$ cat config.mk
export PLATFORM = sky130hd
export DESIGN_NAME = axis_pkt_arbiter
export DESIGN_NICKNAME = d
export VERILOG_FILES = /design/src/rtl/axis_pkt_arbiter.sv
export SDC_FILE = /design/constraint.sdc
export NUM_CORES = 1
export LEC_CHECK = 0
export CORE_MARGIN = 3
export CORE_UTILIZATION = 21
export DETAILED_ROUTE_END_ITERATION = 8
export GPL_TIMING_DRIVEN = 0
export PLACE_DENSITY = 0.8
export SLEW_MARGIN = 20
export SYNTH_ARGS = -nofsm -noshare
export SYNTH_HDL_FRONTEND = slang
export SYNTH_SLANG_ARGS = --single-unit
$ cat constraint.sdc
create_clock -name counter_clk -period 2.35 [get_ports counter_clk]
set_clock_uncertainty 0.15 [all_clocks]
set_input_delay 0.47 -clock counter_clk [delete_from_list [all_inputs] [get_ports counter_clk]]
set_output_delay 0.47 -clock counter_clk [all_outputs]
set_load 0.02 [all_outputs]
$ cat src/rtl/axis_pkt_arbiter.sv
// rtl/axis_pkt_arbiter.sv - packet-granular round-robin arbiter for two AXI-Stream sources
//
// Purpose: shares one downstream AXI-Stream between two sources. A grant is
// held from the first beat until the granted source's tlast beat is accepted.
// Simultaneous requests alternate between the sources.
//
// Optional feature: define ARB_PKT_COUNT_EN to add per-source completed-packet
// counters (parameter CountWidth, ports pkt_count0/pkt_count1).
//
// Ports:
//   counter_clk              clock, rising edge
//   reset                    synchronous active-high reset
//   s0_tdata/tvalid/tlast    source 0 stream in, s0_tready back to source 0
//   s1_tdata/tvalid/tlast    source 1 stream in, s1_tready back to source 1
//   m_tdata/tvalid/tlast     muxed stream out, m_tready from downstream
//   grant                    one-hot current owner, 2'b00 when idle
//   busy                     high while a packet is locked
//   pkt_count0/pkt_count1    completed packets per source (ARB_PKT_COUNT_EN only)
module axis_pkt_arbiter #(
  parameter int DataWidth = 32
`ifdef ARB_PKT_COUNT_EN
  ,
  parameter int CountWidth = 16
`endif
) (
  input  logic                 counter_clk,
  input  logic                 reset,
  input  logic [DataWidth-1:0] s0_tdata,
  input  logic                 s0_tvalid,
  output logic                 s0_tready,
  input  logic                 s0_tlast,
  input  logic [DataWidth-1:0] s1_tdata,
  input  logic                 s1_tvalid,
  output logic                 s1_tready,
  input  logic                 s1_tlast,
  output logic [DataWidth-1:0] m_tdata,
  output logic                 m_tvalid,
  input  logic                 m_tready,
  output logic                 m_tlast,
  output logic [1:0]           grant,
  output logic                 busy
`ifdef ARB_PKT_COUNT_EN
  ,
  output logic [CountWidth-1:0] pkt_count0,
  output logic [CountWidth-1:0] pkt_count1
`endif
);

  typedef enum logic [1:0] {
    IDLE  = 2'd0,
    LOCK0 = 2'd1,
    LOCK1 = 2'd2
  } state_e;

  state_e state_q;
  logic   last_served_q;

  logic lock0;
  logic lock1;
  logic pkt_done;

  // Reset masks the lock decode so no beat can leave during the reset cycle,
  // even though the state register only clears at the end of it.
  assign lock0 = (state_q == LOCK0) & ~reset;
  assign lock1 = (state_q == LOCK1) & ~reset;

  assign m_tvalid  = (lock0 & s0_tvalid) | (lock1 & s1_tvalid);
  assign m_tlast   = (lock0 & s0_tlast)  | (lock1 & s1_tlast);
  assign m_tdata   = lock0 ? s0_tdata : (lock1 ? s1_tdata : '0);
  assign s0_tready = lock0 & m_tready;
  assign s1_tready = lock1 & m_tready;
  assign grant     = {lock1, lock0};
  assign busy      = lock0 | lock1;

  assign pkt_done  = m_tvalid & m_tready & m_tlast;

  always_ff @(posedge counter_clk) begin
    if (reset) begin
      state_q       <= IDLE;
      last_served_q <= 1'b1;
    end else begin
      case (state_q)
        IDLE: begin
          // On contention the source that was not served last wins.
          if (s0_tvalid & s1_tvalid) begin
            state_q <= last_served_q ? LOCK0 : LOCK1;
          end else if (s0_tvalid) begin
            state_q <= LOCK0;
          end else if (s1_tvalid) begin
            state_q <= LOCK1;
          end
        end
        LOCK0: begin
          if (pkt_done) begin
            state_q       <= IDLE;
            last_served_q <= 1'b0;
          end
        end
        LOCK1: begin
          if (pkt_done) begin
            state_q       <= IDLE;
            last_served_q <= 1'b1;
          end
        end
        default: state_q <= IDLE;
      endcase
    end
  end

`ifdef ARB_PKT_COUNT_EN
  logic [CountWidth-1:0] pkt_count0_q;
  logic [CountWidth-1:0] pkt_count1_q;

  // Counters wrap naturally at 2^CountWidth.
  always_ff @(posedge counter_clk) begin
    if (reset) begin
      pkt_count0_q <= '0;
      pkt_count1_q <= '0;
    end else begin
      if (pkt_done & lock0) begin
        pkt_count0_q <= pkt_count0_q + CountWidth'(1);
      end
      if (pkt_done & lock1) begin
        pkt_count1_q <= pkt_count1_q + CountWidth'(1);
      end
    end
  end

  assign pkt_count0 = pkt_count0_q;
  assign pkt_count1 = pkt_count1_q;
`endif

endmodule

# After elaboration in Yosys (flattened, before gate mapping)
# Index checks and enable logic that the tools add are counted.
word_totals:
  wordCells: 39
  ff_bits: 3
  inputBits: 71
  out_inout_bits: 39
classes:
  n_reduce_logical: 5
  muxes: 11
  n_eq_ne: 6
  bitwise_logic: 15
op_table:
  columns: ["cell", "count"]
  rows:
  - ["$mux W32", 2]
  - ["$and A1 B1 Y1", 11]
  - ["$mux W2", 5]
  - ["$ne A2 B2 Y1 const B", 2]
  - ["$ne A4 B4 Y1 const B", 1]
  - ["$pmux W2 S2", 1]
  - ["$or A1 B1 Y1", 3]
  - ["$reduce_and A3 Y1", 1]
  - ["$eq A2 B1 Y1 const B", 1]
  - ["$eq A2 B2 Y1 const B", 1]
  - ["$logic_not A2 Y1", 1]
  - ["$mux W1", 2]
  - ["$ne A2 B1 Y1 const B", 1]
  - ["$pmux W1 S2", 1]
  - ["$reduce_and A2 Y1", 1]
  - ["$reduce_bool A2 Y1", 1]
  - ["$reduce_or A2 Y1", 1]
  - ["$not A1 Y1", 1]

# Longest topological paths before layout
depth:
  depth_word: 8
  ltp_mapped: 7
  ltp_nobuf: 6

# Worst setup path after synthesis
# Ideal clock, no wire load.
synth_path:
  kind: "register -> output"
  start: "reg state_q[1]"
  end: "out m_tdata[0]"
  path_slack_ps: 295
  path_buffers: 2
  t_required_ps: 1730
  path_stages_with_launch: 7
  arrival_time_ps: 1435
  cell_sequence: "dfxtp_1 -> inv_1 -> ha_1 -> nor2b_1 -> buf_2 -> clkbuf_1 -> a22o_1"
synth_via:
  elab_chain_len: 4
synth_rtl:
  columns: ["item", "line", "source"]
  rows:
  - ["start: declaration", "55", "state_e state_q;"]
  - ["start signal: assignment", "86", "state_q <= last_served_q ? LOCK0 : LOCK1;"]
  - ["$eq A2 B2 Y1", "65", "assign lock1 = (state_q == LOCK1) & ~reset;"]
  - ["$and A1 B1 Y1", "65", null]
  - ["$mux W32", "69", "assign m_tdata = lock0 ? s0_tdata : (lock1 ? s1_tdata : '0);"]
  - ["$mux W32 (*)", "69", null]
  - ["end: declaration", "36", "output logic [DataWidth-1:0] m_tdata,"]
# Mark *: on every way between the ends. The rest lies on a longest branch, timed or not.

# Worst setup path in the final report
layout_path:
  start: "reg state_q[0]"
  end: "out m_tdata[30]"
layout_via:
  elab_chain_len: 4
layout_rtl:
  columns: ["item", "line", "source"]
  rows:
  - ["$eq A2 B2 Y1", "65", null]
  - ["$and A1 B1 Y1", "65", null]
  - ["via lock1", "59", "logic lock1;"]
  - ["$mux W32 (2 in a row)", "69", null]
# The timed path passes the listed nets, and every way through them passes these cells.

==> impl_metrics.yaml <==
outcome:
  outcome: "completed"
synthesis:
  synth_xor_xnor_area_share: 0
  syn-cell-area_um2: 646
  synthAdderAreaFrac: 0.0581
  netlist_instances: 74
  synth_most_common_cell: "sky130_fd_sc_hd__a22o_1"
  post_synth.cell_area_avg_um2: 8.72
  synth_top_cells_by_area: "sky130_fd_sc_hd__a22o_1, sky130_fd_sc_hd__dfxtp_1, sky130_fd_sc_hd__buf_8"
  combinational_family_with_the_most_area_after_synthesis: "compound AO/OA/AOI/OAI gates"
  synth_nets: 148
  synthSimpleGateAreaFrac: 0.149
  synth.mux.area_fraction: 0.0155
  synth_sequential_area_ratio: 0.0930
  postSynth.topFlopCell: "sky130_fd_sc_hd__dfxtp_1"
  synthDistinctLibCells: 27
  yosys_warnings: 0
  synth_edf_count: 0
  share_of_synthesized_flip_flops_with_an_asynchronous_set_or_reset: 0
  netlist_top_cells_count: "sky130_fd_sc_hd__a22o_1, sky130_fd_sc_hd__inv_1, sky130_fd_sc_hd__nor2_1"
  synth-seq-cells: 3
  synth-compound-area-share: 0.523
  synth_top_area_share: 0.434
  netlist.top_cell.by_area: "sky130_fd_sc_hd__a22o_1"
min_path:
  timing.hold.worst.class: "register to register"
  whs_endpoint: "last_served_q$_SDFFE_PP1P_"
  hold_depth: 1
  min_from: "last_served_q$_SDFFE_PP1P_"
sta:
  final.period_utilization: 0.969
  timing.final.setup_violations: 0
  slew_viol_final: 0
  maxClockFrequency_mhz: 439
  fin_setup_tns_ps: 0
  worst_slew_margin_rel: 0.792
  worst_pin_slew_ps: 307
  timing.final.crit_period_ps: 2280
  hold_viol: 0
  worst_hold_slack_ps: 353
final_layout:
  syn2layout_area_growth_pct: 173
  fin_cells: 219
  post-route-util: 0.617
  post_route_cells_drive_above_1_share: 0.314
  filler_cell_count: 276
  num_antenna_cells: 0
  nNetsFinal: 263
clock_tree:
  clkSinkCount: 3
  cts-root-buf: "sky130_fd_sc_hd__clkbuf_4"
  cts_buffers: 3
  htree_num_levels: 1
  worstSkewPairLatency_ps: 230
  clkSlewWorstSetupHoldPaths_ps: 40
  clockBufferDepth: 2
  cts-hold-fix-buffers: 0
  cts_tree: "done"
die:
  core.rowCount: 19
  design.portCount: 110
  floorplan.core_area_mm2: 0.00285
  die-area_mm2: 0.00378
  floorplan.die.height_um: 61.4
  chipWidth_um: 61.4
  effective_utilization_at_floorplan: 0.226
worst_setup_path:
  r2r_cells: 7
  crit_path_max_incr_delay_ps: 320
  crit_type: "register to output port"
  cp_slowest_cell: "sky130_fd_sc_hd__dfxtp_2"
  startpoint_type: "register"
  critPathRequiredTime_ps: 1730
  crit_chain: "inv_2 > ha_4 > nor2b_4 > and2b_1 > buf_6 > buf_8 > a22o_1 > buf_2"
  rrSetupSlack_ps: 560
  rr_endpoint: "last_served_q$_SDFFE_PP1P_"
  setup_crit_end_kind: "output port"
  cp_data_arrival_time_ps: 1660
  worst-path-max-fanout: 10
  crit_buf_inv: 4
  critical-path-top-delay-family: "buffers and inverters"
  rr_startpoint: "state_q[0]$_SDFFE_PP0P_"
detailed_routing:
  m1WireLength_um: 1600
  drt_first_iter_violations: 63
  remaining_drc_errors: 0
  wl_met3_um: 352
  detail_route.first_pass.iterations: 2
  wl_met2_um: 2020
  avgRoutedWirePerCell_um: 18.3
  ant_nets: 0
  highest_layer: "met4"
  detail_route.vias_per_cell: 4.85
  routed-via-count: 1062
  postRouteWirelength_um: 4010
global_routing:
  global_routing_usage_summed_across_all_routing_layers: 0.182
  number_of_global_route_vias_before_repair: 958
  global_route_wire_length_before_repair_um: 5130
  grt_start_max_net_pins: 11
  grt_remaining_overflow: 0
  initial_antenna_violation_count: 0
power_and_ir_drop:
  leakagePower_nw: 0.809
  max-vdd-ir-drop_v: 0.000446
  powerDensity_mw_per_mm2: 548
  finalPower_mw: 0.965
placement:
  dp_cells: 214
  gp_congestion: 0.767
  detailedPlacementHpwl_um: 3360
  port_buffers: 109
flow_run:
  maxCapViolations: 0
==> registers in the layout (all words and copies together), names as in the netlist <==
register / count
last_served_q: 1
state_q: 2
==> where the power goes <==
group / leakage [nW] / total, mW / internal, mW / switching [mW]
Sequential: 0.0253 / 0.0756 / 0.0654 / 0.0102
Clock: 0.0150 / 0.0871 / 0.0634 / 0.0236
Combinational: 0.769 / 0.802 / 0.411 / 0.391
==> kinds of logic after synthesis <==
group | Yosys count
simple gates | 14
compound gates | 39
fa+ha+maj | 3
mux | 1
flops | 3
buf+inv | 14
==> through the flow <==
step,setup WS (ps),cell area [um2]
finish,73.9,1760
global route,-3.43,1760
CTS,6.66,1710
detailed placement,-876,1780
global placement,-840,1780
floorplan,295,646
==> layout make-up <==
cell class | count | area [um2] | share of cell area
repair buffers | 111 | 986 | 0.560
plain buffers | 9 | 108 | 0.0611
flip-flops and latches | 3 | 62.6 | 0.0355
inverters | 4 | 15.0 | 0.00853
well taps | 31 | 38.8 | 0.0220
clock buffers | 4 | 26.3 | 0.0149
multi-input cells | 57 | 524 | 0.298
==> worst max path at each step <==
stage / start / depth (start not counted) / to / slack [ps]
2_1_floorplan: state_q[1]$_SDFFE_PP0P_ / 6 / m_tdata[0] / 300
6_report: state_q[0]$_SDFFE_PP0P_ / 8 / m_tdata[30] / 70
3_5_place_dp: reset / 6 / m_tdata[7] / -880
4_1_cts: state_q[0]$_SDFFE_PP0P_ / 7 / m_tdata[12] / 7
5_1_grt: state_q[0]$_SDFFE_PP0P_ / 8 / m_tdata[5] / -3
3_3_place_gp: reset / 6 / m_tdata[8] / -840
==> worst reg2reg max path: cells and delay by family, from the launching register on <==
family,cells,cell delay (ps)
buffers and inverters,2,200
AOI/OAI and AO/OA,2,400
DFF,1,310
and+or+nand+nor,2,470
adders and majority gates,1,140
==> per-layer routing <==
| metal | vias to the layer above | GRT usage |
|---|---|---|
| met5 | - | 0 |
| met4 | 0 | 0.0333 |
| met3 | 4 | 0.0314 |
| met2 | 48 | 0.328 |
| met1 | 490 | 0.227 |
| li1 | 520 | - |
==> layout by cell type, fill, tap and decap left out, types with 2 or more instances in the layout <==
cell                              synthesis  routed
sky130_fd_sc_hd__buf_2                    2      24
sky130_fd_sc_hd__nor2b_4                  0       2
sky130_fd_sc_hd__inv_2                    0       2
sky130_fd_sc_hd__nand2_1                  2       2
sky130_fd_sc_hd__buf_6                    1      10
sky130_fd_sc_hd__ha_4                     0       2
sky130_fd_sc_hd__a22oi_2                  1       2
sky130_fd_sc_hd__dfxtp_2                  0       2
sky130_fd_sc_hd__clkdlybuf4s50_1          0      70
sky130_fd_sc_hd__clkbuf_4                 0       3
sky130_fd_sc_hd__clkdlybuf4s15_1          0       2
sky130_fd_sc_hd__buf_4                    2       4
sky130_fd_sc_hd__nor2_1                   4       4
sky130_fd_sc_hd__buf_8                    3       3
sky130_fd_sc_hd__a22o_1                  32      32
sky130_fd_sc_hd__dlygate4sd2_1            0       4
sky130_fd_sc_hd__inv_1                    4       2
==> timing repair <==
action                                  CTS  global route
gates resized for setup                 152            22
endpoints found under the setup margin   39            36
pin swaps                                 0             1
buffers inserted                          1             1
No activity file was read; power rests on OpenSTA's default activity.
